`config.mk`:
```
export PLATFORM = sky130hd
export DESIGN_NAME = resp_scoreboard_flat
export DESIGN_NICKNAME = d
export VERILOG_FILES = /design/src/rtl/resp_sb_pkg.sv /design/src/rtl/resp_sb_if.sv /design/src/rtl/resp_sb_fifo.sv /design/src/rtl/resp_scoreboard.sv /design/src/flat_wrapper.sv
export SDC_FILE = /design/constraint.sdc
export NUM_CORES = 1
export LEC_CHECK = 0
export BUFFER_PORTS_ARGS = -buffer_cell sky130_fd_sc_hd__buf_4
export CAP_MARGIN = 20
export CORE_UTILIZATION = 60
export DETAILED_ROUTE_END_ITERATION = 10
export PLACE_DENSITY = 0.88
export SLEW_MARGIN = 30
export SYNTH_ARGS = -nofsm -noshare
export SYNTH_HDL_FRONTEND = slang
export SYNTH_SLANG_ARGS = --single-unit
```
`constraint.sdc`:
```
create_clock -name clk_i -period 3.7 [get_ports clk_i]
set_clock_uncertainty 0.15 [all_clocks]
set_input_delay 0.37 -clock clk_i [delete_from_list [all_inputs] [get_ports clk_i]]
set_output_delay 0.37 -clock clk_i [all_outputs]
set_load 0.01 [all_outputs]
```
`src/rtl/resp_sb_pkg.sv`:
```
// resp_sb_pkg: FSM state encoding, error codes and a saturating increment.
package resp_sb_pkg;
  localparam logic [1:0] S_IDLE = 2'd0;
  localparam logic [1:0] S_WAIT = 2'd1;
  localparam logic [1:0] S_FAIL = 2'd2;
  localparam logic [1:0] ERR_NONE     = 2'd0;
  localparam logic [1:0] ERR_MISMATCH = 2'd1;
  localparam logic [1:0] ERR_UNEXP    = 2'd2;
  localparam logic [1:0] ERR_TIMEOUT  = 2'd3;
  function automatic logic [31:0] sat_inc(input logic [31:0] v, input logic [31:0] max);
    return (v == max) ? v : v + 32'd1;
  endfunction
endpackage

```
`src/rtl/resp_sb_if.sv`:
```
// resp_sb_if: expected/actual streams and result outputs of the response scoreboard.
interface resp_sb_if #(parameter int WIDTH = 8, parameter int CNT_W = 16);
  logic             clear;
  logic             exp_valid;
  logic [WIDTH-1:0] exp_data;
  logic             exp_ready;
  logic             act_valid;
  logic [WIDTH-1:0] act_data;
  logic [WIDTH-1:0] mask;
  logic [CNT_W-1:0] match_cnt;
  logic [CNT_W-1:0] miss_cnt;
  logic             err;
  logic [1:0]       err_code;
  logic [WIDTH-1:0] err_exp;
  logic [WIDTH-1:0] err_act;
  logic             idle;
  modport master (
    output clear, exp_valid, exp_data, act_valid, act_data, mask,
    input  exp_ready, match_cnt, miss_cnt, err, err_code, err_exp, err_act, idle
  );
  modport slave (
    input  clear, exp_valid, exp_data, act_valid, act_data, mask,
    output exp_ready, match_cnt, miss_cnt, err, err_code, err_exp, err_act, idle
  );
endinterface

```
`src/rtl/resp_sb_fifo.sv`:
```
// resp_sb_fifo: synchronous FIFO; pointers carry an extra wrap bit to tell full from empty.
module resp_sb_fifo #(
    parameter int WIDTH = 8,
    parameter int DEPTH = 16
) (
    input  logic             clk_i,
    input  logic             rst_i,
    input  logic             flush,
    input  logic             push,
    input  logic             pop,
    input  logic [WIDTH-1:0] wdata,
    output logic [WIDTH-1:0] head,
    output logic             full,
    output logic             empty
);
    localparam int AW = $clog2(DEPTH);
    localparam logic [AW:0] ONE = 1;
    logic [AW:0]      wr_ptr, rd_ptr;
    logic [WIDTH-1:0] mem [DEPTH];

    always_ff @(posedge clk_i or posedge rst_i)
        if (rst_i) begin
            wr_ptr <= '0;
            rd_ptr <= '0;
        end else if (flush) begin
            wr_ptr <= '0;
            rd_ptr <= '0;
        end else begin
            if (push) wr_ptr <= wr_ptr + ONE;
            if (pop) rd_ptr <= rd_ptr + ONE;
        end

    always_ff @(posedge clk_i)
        if (push) mem[wr_ptr[AW-1:0]] <= wdata;

    assign head  = mem[rd_ptr[AW-1:0]];
    assign empty = wr_ptr == rd_ptr;
    assign full  = (wr_ptr ^ rd_ptr) == {1'b1, {AW{1'b0}}};
endmodule

```
`src/rtl/resp_scoreboard.sv`:
```
// resp_scoreboard: in-order compare of a DUT output stream against queued expected words,
// with match/miss counters, first-error capture and a WAIT-state inactivity timeout.
module resp_scoreboard
    import resp_sb_pkg::*;
#(
    parameter int WIDTH   = 8,
    parameter int DEPTH   = 16,
    parameter int TIMEOUT = 1024,
    parameter int CNT_W   = 16
) (
    input logic    clk_i,
    input logic    rst_i,
    resp_sb_if.slave sb
);
    localparam int TW = $clog2(TIMEOUT) + 1;
    localparam logic [31:0] CMAX = 32'({CNT_W{1'b1}});
    logic [1:0]       state, state_nx;
    logic [TW-1:0]    tmo_cnt;
    logic [WIDTH-1:0] head;
    logic             full, empty, push, pop, hit, mis, unexp, tmo;

    resp_sb_fifo #(.WIDTH(WIDTH), .DEPTH(DEPTH)) u_fifo (
        .clk_i(clk_i), .rst_i(rst_i), .flush(sb.clear), .push(push), .pop(pop),
        .wdata(sb.exp_data), .head(head), .full(full), .empty(empty)
    );

    assign sb.exp_ready = !full;
    assign sb.idle      = state == S_IDLE;
    assign push  = sb.exp_valid & !full & !sb.clear;
    assign pop   = sb.act_valid & !empty & !sb.clear;
    assign hit   = sb.act_valid & !empty;
    assign mis   = hit & (((sb.act_data ^ head) & sb.mask) != '0);
    assign unexp = sb.act_valid & empty;
    // Activity always wins over an expiring timer in the same cycle.
    assign tmo   = (state == S_WAIT) & !sb.act_valid & (tmo_cnt == TW'(TIMEOUT - 1));

    always_comb
        state_nx = (state == S_FAIL || mis || unexp || tmo) ? S_FAIL : empty ? S_IDLE : S_WAIT;

    always_ff @(posedge clk_i or posedge rst_i)
        if (rst_i) begin
            state        <= S_IDLE;
            tmo_cnt      <= '0;
            sb.match_cnt <= '0;
            sb.miss_cnt  <= '0;
            sb.err       <= 1'b0;
            sb.err_code  <= ERR_NONE;
            sb.err_exp   <= '0;
            sb.err_act   <= '0;
        end else if (sb.clear) begin
            state        <= S_IDLE;
            tmo_cnt      <= '0;
            sb.match_cnt <= '0;
            sb.miss_cnt  <= '0;
            sb.err       <= 1'b0;
            sb.err_code  <= ERR_NONE;
            sb.err_exp   <= '0;
            sb.err_act   <= '0;
        end else begin
            state   <= state_nx;
            tmo_cnt <= (state != S_WAIT || sb.act_valid || state_nx != state) ? '0 : tmo_cnt + TW'(1);
            if (hit && !mis) sb.match_cnt <= CNT_W'(sat_inc(32'(sb.match_cnt), CMAX));
            if (mis || unexp) sb.miss_cnt <= CNT_W'(sat_inc(32'(sb.miss_cnt), CMAX));
            // Only the first error is recorded; later ones still count as misses.
            if (!sb.err && (mis || unexp || tmo)) begin
                sb.err      <= 1'b1;
                sb.err_code <= mis ? ERR_MISMATCH : unexp ? ERR_UNEXP : ERR_TIMEOUT;
                sb.err_exp  <= unexp ? '0 : head;
                sb.err_act  <= tmo ? '0 : sb.act_data;
            end
        end
endmodule

```
`src/flat_wrapper.sv`:
```
// flat-port wrapper written by rule: the top's interface ports become plain ports
module resp_scoreboard_flat import resp_sb_pkg::*;
#(
    parameter int WIDTH   = 8,
    parameter int DEPTH   = 16,
    parameter int TIMEOUT = 1024,
    parameter int CNT_W   = 16
)
  (clk_i, rst_i, sb_clear, sb_exp_valid, sb_exp_data, sb_act_valid, sb_act_data, sb_mask, sb_exp_ready, sb_match_cnt, sb_miss_cnt, sb_err, sb_err_code, sb_err_exp, sb_err_act, sb_idle);
  resp_sb_if #(.WIDTH(WIDTH), .CNT_W(CNT_W)) sb_i ();
  input logic clk_i;
  input logic rst_i;
  input wire logic [$bits(sb_i.clear)-1:0] sb_clear;
  input wire logic [$bits(sb_i.exp_valid)-1:0] sb_exp_valid;
  input wire logic [$bits(sb_i.exp_data)-1:0] sb_exp_data;
  input wire logic [$bits(sb_i.act_valid)-1:0] sb_act_valid;
  input wire logic [$bits(sb_i.act_data)-1:0] sb_act_data;
  input wire logic [$bits(sb_i.mask)-1:0] sb_mask;
  output wire logic [$bits(sb_i.exp_ready)-1:0] sb_exp_ready;
  output wire logic [$bits(sb_i.match_cnt)-1:0] sb_match_cnt;
  output wire logic [$bits(sb_i.miss_cnt)-1:0] sb_miss_cnt;
  output wire logic [$bits(sb_i.err)-1:0] sb_err;
  output wire logic [$bits(sb_i.err_code)-1:0] sb_err_code;
  output wire logic [$bits(sb_i.err_exp)-1:0] sb_err_exp;
  output wire logic [$bits(sb_i.err_act)-1:0] sb_err_act;
  output wire logic [$bits(sb_i.idle)-1:0] sb_idle;
  assign sb_i.clear = sb_clear;
  assign sb_i.exp_valid = sb_exp_valid;
  assign sb_i.exp_data = sb_exp_data;
  assign sb_i.act_valid = sb_act_valid;
  assign sb_i.act_data = sb_act_data;
  assign sb_i.mask = sb_mask;
  assign sb_exp_ready = sb_i.exp_ready;
  assign sb_match_cnt = sb_i.match_cnt;
  assign sb_miss_cnt = sb_i.miss_cnt;
  assign sb_err = sb_i.err;
  assign sb_err_code = sb_i.err_code;
  assign sb_err_exp = sb_i.err_exp;
  assign sb_err_act = sb_i.err_act;
  assign sb_idle = sb_i.idle;
  resp_scoreboard #(.WIDTH(WIDTH), .DEPTH(DEPTH), .TIMEOUT(TIMEOUT), .CNT_W(CNT_W)) u_core (.clk_i(clk_i), .rst_i(rst_i), .sb(sb_i));
endmodule
```
Yosys cells after proc, flatten, opt, wreduce, memory -nomap -nowiden --
Memory sizes are Yosys's and may differ from the RTL's. Cells that the tools add are included.
Operators by class: $lt $le $gt $ge 0, reductions and logical operators 24, equal/unequal tests 11, multiply operators 0, shift operators 0, divide/modulo/power cells 0, $add $sub $neg 5, bitwise gates (word level) 11, multiplexer cells 29
Operators by type and width (count):
- $mux W16 | 6
- $mux W8 | 6
- $add A16 B1 Y16 const B | 2
- $eq A16 B16 Y1 const B | 2
- $mux W11 | 2
- $mux W5 | 4
- $add A11 B1 Y11 const B | 1
- $eq A11 B10 Y1 const B | 1
- $add A5 B1 Y5 const B | 2
- $mux W2 | 5
- $reduce_bool A2 Y1 | 5
- $and A1 B1 Y1 | 8
- $and A8 B8 Y8 | 1
- $reduce_bool A8 Y1 | 1
- $xor A8 B8 Y8 | 1
- $logic_or A1 B1 Y1 | 7
- $logic_not A1 Y1 | 6
- $mux W1 | 6
- $eq A5 B5 Y1 | 1
- $eq A5 B5 Y1 const B | 1
- $xor A5 B5 Y5 | 1
- $ne A2 B2 Y1 const B | 2
- $reduce_and A2 Y1 | 2
- $eq A2 B1 Y1 const B | 1
- other kinds (5) | 6
Storage, ports and cells: ROM bits 0, latch bits 0, bits in writable memories 128, logic and storage cells 91, memories kept 1, register bits after elaboration 74, output and inout bits 53
Memory list:
- u_core.u_fifo.mem | words 16, width 8, read ports 1, clocked after Yosys merged registers in 0, write ports 1, RTL line resp_sb_fifo.sv:19 | logic [WIDTH-1:0] mem [DEPTH];

Depth between registers and ports, before layout --
Gate-level depths: netlist of the first run. An unclocked memory read counts as a cell.
depth after elaboration 13, mapped depth 15, mapped depth without buffers 9

Modules after synthesis --
Synthesis of the first run repeated with hierarchy kept, for this count alone.
Unflattened totals: cell total of the unflattened synthesis 653, area total of the unflattened synthesis 9257.6 sq um
By module, submodules not included:
- resp_sb_fifo | cells an instance 293, sequential area each 4093.9 sq um, times used 1, area each 5581.6 sq um
- resp_scoreboard | cells an instance 360, sequential area each 1601.5 sq um, times used 1, area each 3676.0 sq um

Worst setup path before layout of the first run --
Ideal clock, no wire load.
kind reg2reg, from reg u_core.u_fifo.rd_ptr[1], to reg u_core.sb.match_cnt[4], setup slack 398 ps, setup time 78 ps, buffers on the path 5, stages on the path, launching flop included 14, data arrival time 3074 ps, required time 3472 ps, clock period less this slack 3302 ps, path through dfrtp_1 > buf_6 > buf_12 > buf_12 > buf_12 > mux2i_1 > a221oi_1 > mux2i_1 > o41ai_2 > nand3_2 > or2_4 > buf_6 > or4_1 > a21oi_1
On the way: word-level cells in the longest chain between the ends 9, elaborated cells between the ends (all ways) 12
RTL lines:
- start, declared | RTL line resp_sb_fifo.sv:18 | logic [AW:0] wr_ptr, rd_ptr;
- start signal, assigned | RTL line resp_sb_fifo.sv:30 | if (pop) rd_ptr <= rd_ptr + ONE;
- $mem_v2 Z16 W8
- $xor A8 B8 Y8 | RTL line resp_scoreboard.sv:32 | assign mis = hit & (((sb.act_data ^ head) & sb.mask) != '0);
- $and A8 B8 Y8 | RTL line resp_scoreboard.sv:32
- $reduce_bool A8 Y1 | RTL line resp_scoreboard.sv:32
- $and A1 B1 Y1 | RTL line resp_scoreboard.sv:32
- $logic_not A1 Y1 | RTL line resp_scoreboard.sv:62 | if (hit && !mis) sb.match_cnt <= CNT_W'(sat_inc(32'(sb.match_cnt), CMAX));
- $logic_and A1 B1 Y1 * | RTL line resp_scoreboard.sv:62
- $reduce_bool A2 Y1 (no source line) *
- $reduce_and A2 Y1 (no source line) *
- end signal, assigned | RTL line resp_scoreboard.sv:62
- end, declared | RTL line resp_sb_if.sv:23 | output exp_ready, match_cnt, miss_cnt, err, err_code, err_exp, err_act, idle
Mark *: on every way between the ends. The rest lies on a longest branch, timed or not. A chain may end at the register's enable or synchronous reset.

Worst setup path after layout of the first run --
from reg u_core.u_fifo.rd_ptr[1], to reg u_core.sb.miss_cnt[10]
On the way: word-level cells in the longest chain between the ends 8, elaborated cells between the ends (all ways) 12
RTL lines:
- $mem_v2 Z16 W8
- $xor A8 B8 Y8 | RTL line resp_scoreboard.sv:32
- $and A8 B8 Y8 | RTL line resp_scoreboard.sv:32
- $reduce_bool A8 Y1 | RTL line resp_scoreboard.sv:32
- $and A1 B1 Y1 | RTL line resp_scoreboard.sv:32
- $logic_or A1 B1 Y1 * | RTL line resp_scoreboard.sv:63 | if (mis || unexp) sb.miss_cnt <= CNT_W'(sat_inc(32'(sb.miss_cnt), CMAX));
- $reduce_bool A2 Y1 (no source line) *
- $reduce_and A2 Y1 (no source line) *
- end signal, assigned | RTL line resp_scoreboard.sv:63
- end, declared | RTL line resp_sb_if.sv:23
Marked as above.

==> results of run 1 <==
[worst paths after layout]
kind	to	cells past startpoint
setup / recovery	u_core.sb.miss_cnt[10]$_DFFE_PP0P_	11
hold / removal	u_core.u_fifo.mem[14][4]$_DFFE_PP_	1
setup reg to reg	u_core.sb.miss_cnt[10]$_DFFE_PP0P_	11
hold reg to reg	u_core.tmo_cnt[0]$_DFF_PP0_	1
max in group asynchronous	u_core.u_fifo.rd_ptr[0]$_DFFE_PP0P_	4
min in group asynchronous	u_core.state[0]$_DFF_PP0_	3
[logic make-up (layout without fill, tap and decap cells)]
kind of cell | count (synthesis) | after routing | synth area share, %
fa+ha+maj | 8 | 8 | 1.06
mux | 79 | 79 | 9.74
xor+xnor | 34 | 34 | 3.16
buf+inv | 54 | 161 | 3.16
flops | 202 | 202 | 60.5
simple gates | 261 | 261 | 14.8
compound gates | 105 | 105 | 7.57
[flip-flops by register name, indices dropped and copies added, names as in the netlist]
signal,count
u_core.u_fifo.wr_ptr,5
u_core.u_fifo.mem,128
u_core.sb.err_exp,8
u_core.sb.err_act,8
u_core.sb.miss_cnt,16
u_core.tmo_cnt,11
u_core.u_fifo.rd_ptr,5
u_core.sb.err,1
u_core.state,2
u_core.sb.err_code,2
u_core.sb.match_cnt,16
[power by group through the flow]
stage                     logic [mW]  registers, mW  clock network (mW)
after floorplan                0.502           2.54                   0
after global placement         0.730           2.55                   0
after global routing           0.832           2.52                2.38
after detailed placement       0.755           2.56                   0
final                          0.779           2.52                2.29
after CTS                      0.765           2.51                2.30
[through the flow]
step | std cells | utilization (%)
6_report | 1061 | 72.5
5_1_grt | 1061 | 72.5
4_1_cts | 1061 | 72.3
3_5_place_dp | 1023 | 67.3
3_3_place_gp | 1023 | 67.3
2_1_floorplan | 743 | -
[layout make-up]
type / instances / area share, %
Clock inverter: 11 / 1.69
Inverter: 13 / 0.441
Sequential cell: 202 / 51.5
Timing Repair Buffer: 111 / 7.67
Multi-Input combinational cell: 487 / 31.2
Tap cell: 211 / 2.39
Clock buffer: 26 / 5.10
[cell usage after synthesis (6+ instances only)]
library cell / count
a21oi_1: 30
a22oi_1: 8
a31oi_1: 8
and2_1: 16
and3_1: 16
buf_2: 7
clkbuf_1: 24
dfrtp_1: 74
edfxtp_1: 128
ha_1: 8
inv_1: 12
mux2_2: 13
mux2i_1: 59
mux4_1: 6
nand2_1: 62
nand2b_1: 22
nand3_1: 27
nand3b_1: 11
nand4_1: 10
nor2_1: 43
nor2b_1: 6
nor3_1: 6
nor4_1: 9
o21ai_0: 10
o31ai_1: 13
or4_1: 13
xnor2_1: 14
xor2_1: 20
[per-layer routing]
layer	routed length, um	vias up
li1	-	2961
met1	8800	3265
met2	11500	352
met3	1530	58
met4	653	0
met5	0	-
[what timing repair did]
| action | 4_1_cts | 5_1_grt |
|---|---|---|
| resized for setup | 1 | 6 |
| hold endpoints to repair | 25 | 0 |
| setup endpoints to repair | 13 | 35 |
| hold buffers | 1 | 0 |
[critical path: cells and delay by family (launching register included)]
kind                   cells  cell delay [ns]
AO/OA/AOI/OAI              3             0.57
XOR/XNOR                   1             0.16
buffers and inverters      2             0.39
flip-flops                 1             0.40
multiplexers               2             0.99
AND/OR/NAND/NOR            3             0.82
==> results.ini, run 1 <==
[clocking]
worstSkewPairLatency_ns = 0.50
cts.sinks = 202
cts_tree = built
cts_setup_buffers = 0
h-tree-depth = 1
clkTransAtPathRegs_ns = 0.06
cts-root-buf = clkbuf_16
numCtsBuffers = 21
cts.path.max_buffers = 3

[status]
outcome = finished clean

[die]
core_mm2 = 0.0153
die-height_um = 127
row_count = 45
start_util_pct = 61.7
io_pins = 82
die-area_mm2 = 0.0162
die_w_um = 127

[timing]
period_share_pct = 97.5
final_max_slew_viol_count = 0
setup-tns-final_ns = 0
setup_slack_ns = 0.0922
whs_ns = 0.0175
hold_viol = 0
fin_crit_ns = 3.61
max_slew_margin_pct = 51.7
worst_pin_slew_ns = 0.725
fmax_mhz = 277
setup_viol = 0

[power_and_ir_drop]
ir_drop_mv = 0.589
leakage_nw = 4.24
p_clk_share_pct = 41.0
power_frac_comb_pct = 13.9
intPower_mw = 4.22
power.switching_mw = 1.37
power_density_mw_per_mm2 = 505
switching_share_pct = 24.5
p_seq_share_pct = 45.1
power.total_mw = 5.59

[routing]
drtAntennaViolNets = 0
route.detailed.drc = 0
via_count = 6636
wl_per_cell_um = 21.2
viasPerCell = 6.25
dr.pass1.iters = 5
finalWirelength_um = 22500
drt-initial-drc-count = 572

[synthesis]
syn-num-nets = 780
synth_async_sr_flop_share_pct = 36.6
ys_seq_elements = 202
synth.cell_area_mm2 = 0.00942
yosys_warnings = 0
synth_top_area_cell = edfxtp_1
synth_area_leaders = edfxtp_1, dfrtp_1, mux2i_1
synth_edf_count = 128
yosysSeqAreaShare_pct = 60.5
synth.distinct_cells = 60
dominantRegCellSynth = edfxtp_1
synth_top_area_share_pct = 40.8
syn_avg_cell_area_um2 = 12.7
synthCells = 743

[finish]
drive_gt1_share_pct = 20.7
finalInstanceArea_mm2 = 0.0111
syn2layout_area_growth_pct = 17.5
nNetsFinal = 873
mostFrequentLayoutCells = edfxtp_1, buf_4, dfrtp_1
final_common_cell = edfxtp_1
fill_cells = 945
diodes = 0
multiInputGateArea_mm2 = 0.00345
register_area_mm2 = 0.00570

[grt]
grt_pass1_vias = 6619
grt_max_degree = 71
overflow = 0
grt_util_met2_pct = 48.6
use_met1_pct = 36.4
met3_usage_pct = 3.69
grt_pass1_wl_um = 35000
busiest_layer = met2
grtUsageTotal_pct = 28.1
antenna_found_initial = 0

[job]
drv_cap = 0

[worst_hold_path]
hold_start = sb_exp_data[4]
hp-class = primary input to flop

[critical_path]
cpPeakStageDelay_ns = 0.69
crit_path_start_kind = flop
worst_setup_path_end_kind = flop
r2r_slack_ns = 0.09
crit_type = flop to flop
r2r-start = u_core.u_fifo.rd_ptr[1]$_DFFE_PP0P_
startpoint = u_core.u_fifo.rd_ptr[1]$_DFFE_PP0P_
crit_fanout = 25
worstPathRequired_ns = 3.96
arrival_ns = 3.87
crit_chain = buf_12, mux4_1, mux2i_4, xnor2_1, nand3_1, o2111ai_1, nor3_2, a211oi_1, buf_4, or4b_2, a21oi_1
cpMaxStageDelayCell = mux4_1

[place]
io_buffer_count = 81
gp_congestion = 0.847
place_hpwl_um = 14900
place_ws_ns = 0.00143
postPlaceCellArea_mm2 = 0.0103

No activity file was read; power rests on OpenSTA's default activity.
==> inputs of run 2 (changes only) <==
--- a/config.mk
+++ b/config.mk
@@ -7,9 +7,8 @@
 export LEC_CHECK = 0
 export BUFFER_PORTS_ARGS = -buffer_cell sky130_fd_sc_hd__buf_4
 export CAP_MARGIN = 20
-export CORE_UTILIZATION = 60
+export CORE_UTILIZATION = 45
 export DETAILED_ROUTE_END_ITERATION = 10
-export PLACE_DENSITY = 0.88
 export SLEW_MARGIN = 30
 export SYNTH_ARGS = -nofsm -noshare
 export SYNTH_HDL_FRONTEND = slang
==> constraint.sdc (replaced) <==
create_clock -name clk_i -period 4.6 [get_ports clk_i]
set_clock_uncertainty 0.15 [all_clocks]
set_input_delay 0.46 -clock clk_i [delete_from_list [all_inputs] [get_ports clk_i]]
set_output_delay 0.46 -clock clk_i [all_outputs]
set_load 0.01 [all_outputs]
==> results.ini, run 2 (synthesized netlist as in run 1, its figures left out) <==
[timing]
fin_crit_ns = 4.03  ; +0.425 ns
hold_viol = 0  ; unchanged
period_share_pct = 87.7  ; -9.8 points
final_max_slew_viol_count = 0  ; unchanged
setup_slack_ns = 0.568  ; +0.475 ns
setup_viol = 0  ; unchanged
rsz0062_at_grt = false
fmax_mhz = 248  ; -11%
setup-tns-final_ns = 0  ; unchanged
worst_pin_slew_ns = 0.913  ; +0.188 ns
max_slew_margin_pct = 38.9  ; -13 points

[place]
io_buffer_count = 81  ; unchanged
gp_congestion = 0.893  ; +5.5%
place_inst = 1067  ; +4.3%
place_ws_ns = 0.548  ; +0.547 ns
place_hpwl_um = 15900  ; +6.4%

[grt]
busiest_layer = met2
use_met1_pct = 28.8  ; -7.7 points
grt_pass1_vias = 6240  ; -5.7%
grt_util_met2_pct = 36.0  ; -13 points
grtUsageTotal_pct = 21.6  ; -6.5 points
met3_usage_pct = 3.94  ; +0.25 points
antenna_found_initial = 0  ; unchanged
overflow = 0  ; unchanged
grt_max_degree = 71  ; unchanged
grt_pass1_wl_um = 35500  ; +1.6%

[routing]
via_count = 6333  ; -4.6%
dr.pass1.iters = 5  ; unchanged
viasPerCell = 5.72  ; -8.6%
wl_per_cell_um = 20.8  ; -1.9%
route.detailed.drc = 0  ; unchanged
finalWirelength_um = 23100  ; +2.4%
drt-initial-drc-count = 450  ; -21%
drtAntennaViolNets = 0  ; unchanged

[power_and_ir_drop]
leakage_nw = 4.12  ; -2.9%
ir_drop_mv = 0.358  ; -39%
power.total_mw = 4.23  ; -24%
power_density_mw_per_mm2 = 388  ; -23%

[die]
die-height_um = 147  ; +15%
start_util_pct = 46.2  ; -15 points
die-area_mm2 = 0.0215  ; +33%
row_count = 52  ; +16%
die_w_um = 147  ; +15%
core_mm2 = 0.0204  ; +33%
io_pins = 82  ; unchanged

[clocking]
worstSkewPairLatency_ns = 0.52  ; +0.02 ns
h-tree-depth = 1  ; unchanged
cts-root-buf = clkbuf_16
cts_tree = built
clkTransAtPathRegs_ns = 0.06  ; about the same
numCtsBuffers = 23  ; +9.5%
cts.sinks = 202  ; unchanged
cts.path.max_buffers = 3  ; unchanged
cts_setup_buffers = 0  ; unchanged

[critical_path]
arrival_ns = 4.31  ; +0.44 ns
r2r-start = u_core.u_fifo.rd_ptr[0]$_DFFE_PP0P_
worst_setup_path_end_kind = flop
crit_chain = nand2b_1, o22ai_1, a221oi_1, mux2i_1, o2111ai_1, or2_2, or2_4, or4_1, a21oi_1
cp_top_family = simple AND/OR/NAND/NOR gates
crit_path_start_kind = flop
path_buf_inv = 0  ; -2
cpMaxStageDelayCell = dfrtp_2
startpoint = u_core.u_fifo.rd_ptr[0]$_DFFE_PP0P_
cpPeakStageDelay_ns = 0.79  ; +0.10 ns
crit_type = flop to flop
worstPathRequired_ns = 4.87  ; +0.91 ns
crit_fanout = 25  ; unchanged

[finish]
final_common_cell = edfxtp_1
largest_register_ffs = 128  ; unchanged
diodes = 0  ; unchanged
nNetsFinal = 860  ; -1.5%
mostFrequentLayoutCells = edfxtp_1, buf_4, dfrtp_1
stdcell_count = 1108  ; +4.4%
drive_gt1_share_pct = 18.1  ; -2.6 points
syn2layout_area_growth_pct = 15.7
utilization_pct = 53.5  ; -19 points

[worst_hold_path]
hold_start = sb_exp_data[4]
hp-class = primary input to flop

[job]
drv_cap = 0  ; unchanged

[status]
outcome = finished clean

[run 2: cell count changes in the layout (fill, tap and decap cells not counted), moves of 2 or more]
cell / before / now
buf_4: 109 / 95
bufinv_16: 5 / 0
clkbuf_1: 3 / 7
clkinv_1: 2 / 5
clkbuf_16: 21 / 23
clkbuf_8: 2 / 0
clkinv_2: 3 / 5
[run 2: path summary, 6_finish.rpt]
path	endpoint	slack (ns)	depth (start not counted)
max in group asynchronous	u_core.sb.err_exp[2]$_DFFE_PP0P_	2.73	4
min in group asynchronous	u_core.sb.miss_cnt[13]$_DFFE_PP0P_	0.47	3
worst max register to register	u_core.sb.match_cnt[5]$_DFFE_PP0P_	0.57	9
worst min register to register	u_core.tmo_cnt[0]$_DFF_PP0_	0.30	1
worst min-delay path	u_core.u_fifo.mem[10][4]$_DFFE_PP_	0.11	1
worst max-delay path	u_core.sb.match_cnt[5]$_DFFE_PP0P_	0.57	9
[run 2: where the power goes]
| group | internal [mW] | total (mW) | switching (mW) | leakage (nW) |
|---|---|---|---|---|
| Combinational | 0.237 | 0.573 | 0.336 | 1.63 |
| Clock | 0.923 | 1.62 | 0.699 | 0.327 |
| Sequential | 1.97 | 2.03 | 0.0592 | 2.17 |
| Total | 3.13 | 4.23 | 1.09 | 4.12 |
[run 2: layout make-up]
type | instances | area, um2
Inverter | 13 | 48.8
Clock inverter | 10 | 60.1
Tap cell | 270 | 338
Clock buffer | 30 | 602
Timing Repair Buffer | 96 | 723
Sequential cell | 202 | 5700
Multi-Input combinational cell | 487 | 3420
Fill cell | 1734 | 9470
[run 2: per-layer routing]
metal / routed length (um) / vias to the layer above
met5: 0 / -
met4: 629 / 0
met2: 11300 / 202
li1: - / 2930
met3: 1330 / 44
met1: 9790 / 3157
[run 2: repair_timing]
action / in CTS / in global routing
resized for setup: 0 / 0
hold buffers: 1 / 0
hold endpoints to repair: 28 / 0
[run 2: through the flow]
step                instance area [um2]  hold slack (ns)
CTS                               10900           0.0953
detailed placement                10200            0.303
floorplan                          9420            0.274
finish                            10900            0.114
global placement                  10200            0.301
global route                      10900           0.0996
==> inputs of run 3 (changes only) <==
--- a/config.mk
+++ b/config.mk
@@ -5,10 +5,10 @@
 export SDC_FILE = /design/constraint.sdc
 export NUM_CORES = 1
 export LEC_CHECK = 0
-export BUFFER_PORTS_ARGS = -buffer_cell sky130_fd_sc_hd__buf_4
 export CAP_MARGIN = 20
 export CORE_UTILIZATION = 45
 export DETAILED_ROUTE_END_ITERATION = 10
+export DONT_BUFFER_PORTS = 1
 export SLEW_MARGIN = 30
 export SYNTH_ARGS = -nofsm -noshare
 export SYNTH_HDL_FRONTEND = slang
==> results.ini, run 3 (synthesized netlist as in run 1, its figures left out) <==
[routing]
drt-initial-drc-count = 393  ; -13%
viasPerCell = 5.80  ; +1.5%
wl_per_cell_um = 21.9  ; +5.3%
drtAntennaViolNets = 0  ; unchanged
finalWirelength_um = 22900  ; -0.82%
via_count = 6055  ; -4.4%
dr.pass1.iters = 7  ; +2
route.detailed.drc = 0  ; unchanged

[finish]
drive_gt1_share_pct = 9.70  ; -8.4 points
utilization_pct = 52.1  ; -1.4 points
syn2layout_area_growth_pct = 12.7
largest_register_ffs = 128  ; unchanged
nNetsFinal = 795  ; -7.6%
mostFrequentLayoutCells = edfxtp_1, dfrtp_1, nand2_1
final_common_cell = edfxtp_1

[critical_path]
path_buf_inv = 0  ; unchanged
worst_setup_path_end_kind = flop
crit_fanout = 27  ; +8.0%
crit_type = flop to flop
cpPeakStageDelay_ns = 0.86  ; +0.07 ns
crit_chain = nand2b_1, o22ai_1, a221oi_1, mux2i_1, o41ai_2, nand3_2, or2_4, or4_1, a21oi_1
cpMaxStageDelayCell = dfrtp_2
arrival_ns = 4.37  ; +0.06 ns
worstPathRequired_ns = 4.88  ; about the same
cp_top_family = simple AND/OR/NAND/NOR gates
crit_path_start_kind = flop

[worst_hold_path]
hp-class = primary input to flop

[timing]
fmax_mhz = 245  ; -1.4%
max_slew_margin_pct = 35.5  ; -3.4 points
fin_crit_ns = 4.09  ; +0.0567 ns
rsz0062_at_grt = false
period_share_pct = 88.9  ; +1.2 points
worst_pin_slew_ns = 0.964  ; +0.0510 ns
hold_viol = 0  ; unchanged
setup_viol = 0  ; unchanged
setup-tns-final_ns = 0  ; unchanged
final_max_slew_viol_count = 0  ; unchanged

[power_and_ir_drop]
power_density_mw_per_mm2 = 418  ; +7.6%
power_frac_comb_pct = 11.4  ; -2.2 points
leakage_nw = 3.84  ; -7.0%
power.switching_mw = 1.08  ; -1.5%
intPower_mw = 3.36  ; +7.2%
p_seq_share_pct = 46.3  ; -1.8 points
switching_share_pct = 24.3  ; -1.6 points
ir_drop_mv = 0.247  ; -31%
p_clk_share_pct = 42.3  ; +3.9 points

[grt]
grt_pass1_wl_um = 36100  ; +1.6%
antenna_found_initial = 1  ; +1
grtUsageTotal_pct = 21.9  ; +0.28 points
grt_pass1_vias = 6156  ; -1.3%
grt_max_degree = 58  ; -18%
overflow = 0  ; unchanged

[clocking]
cts_setup_buffers = 0  ; unchanged
cts-root-buf = clkbuf_16
cts_tree = built
clkTransAtPathRegs_ns = 0.06  ; about the same
numCtsBuffers = 22  ; -4.3%
cts.repair.resized = 0  ; unchanged
cts.sinks = 202  ; unchanged
h-tree-depth = 1  ; unchanged
cts.path.max_buffers = 3  ; unchanged
worstSkewPairLatency_ns = 0.52  ; about the same
cts-hold-fix-buffers = 19  ; +18

[die]
core_mm2 = 0.0204  ; unchanged
die-area_mm2 = 0.0215  ; unchanged
row_count = 52  ; unchanged
die_w_um = 147  ; unchanged
start_util_pct = 46.2  ; unchanged
die-height_um = 147  ; unchanged
io_pins = 82  ; unchanged

[place]
place_hpwl_um = 15400  ; -3.5%
gp_congestion = 0.882  ; -1.3%
io_buffer_count = 0  ; -100%

[status]
outcome = finished clean

[job]
drv_cap = 0  ; unchanged

## run 3: cell types whose count changed in the layout (fill, tap and decap cells not counted), sizes merged
| cell | previous run | this run |
|---|---|---|
| buf | 95 | 14 |
| diode | 0 | 1 |
| inv | 13 | 12 |
| clkbuf | 30 | 32 |
| dlygate4sd3 | 1 | 18 |
| clkinv | 10 | 4 |
| bufinv | 0 | 4 |
## run 3: layout make-up
class | count | area (um2)
Tap cell | 270 | 338
Clock buffer | 32 | 629
Multi-Input combinational cell | 487 | 3430
Inverter | 13 | 51.3
Clock inverter | 7 | 146
Sequential cell | 202 | 5700
Fill cell | 1734 | 9750
Timing Repair Buffer | 32 | 323
Antenna cell | 1 | 2.50
## run 3: through the flow
stage          power (mW)  instance area (um2)  hold slack [ns]  setup slack (ns)  std cells
6_report             4.43                10600           0.0163             0.511       1044
5_1_grt              4.58                10600          0.00431             0.239       1044
2_1_floorplan        2.45                 9420            0.274              1.30        743
3_5_place_dp         2.55                 9630            0.309             0.510        985
3_3_place_gp         2.54                 9630            0.291             0.602        985
4_1_cts              4.47                10600          0.00180             0.492       1043
## run 3: final timing paths
kind,endpoint,from,cells past startpoint,slack (ns)
setup / recovery,u_core.sb.match_cnt[12]$_DFFE_PP0P_,u_core.u_fifo.rd_ptr[0]$_DFFE_PP0P_,9,0.51
hold / removal,u_core.sb.err_exp[4]$_DFFE_PP0P_,sb_clear,2,0.02
setup reg to reg,u_core.sb.match_cnt[12]$_DFFE_PP0P_,u_core.u_fifo.rd_ptr[0]$_DFFE_PP0P_,9,0.51
hold reg to reg,u_core.tmo_cnt[0]$_DFF_PP0_,u_core.tmo_cnt[0]$_DFF_PP0_,1,0.32
max in group asynchronous,u_core.u_fifo.rd_ptr[0]$_DFFE_PP0P_,rst_i,3,3.12
min in group asynchronous,u_core.sb.err_act[0]$_DFFE_PP0P_,rst_i,2,0.38
## run 3: per-layer routing
| metal | track usage, % | wire, um | share of wire [%] | up-vias |
|---|---|---|---|---|
| met5 | 0 | 0 | 0 | - |
| met4 | 8.75 | 817 | 3.6 | 0 |
| met3 | 4.22 | 1310 | 5.7 | 48 |
| met2 | 35.5 | 11000 | 48 | 189 |
| met1 | 29.0 | 9730 | 43 | 3001 |
| li1 | - | - | - | 2817 |
## run 3: power groups by stage
| stage | sequential [mW] | combinational [mW] | clock (mW) |
|---|---|---|---|
| 2_1_floorplan | 2.04 | 0.404 | 0 |
| 3_3_place_gp | 2.09 | 0.451 | 0 |
| 3_5_place_dp | 2.09 | 0.463 | 0 |
| 4_1_cts | 2.05 | 0.506 | 1.91 |
| 5_1_grt | 2.06 | 0.551 | 1.98 |
| 6_report | 2.05 | 0.505 | 1.88 |
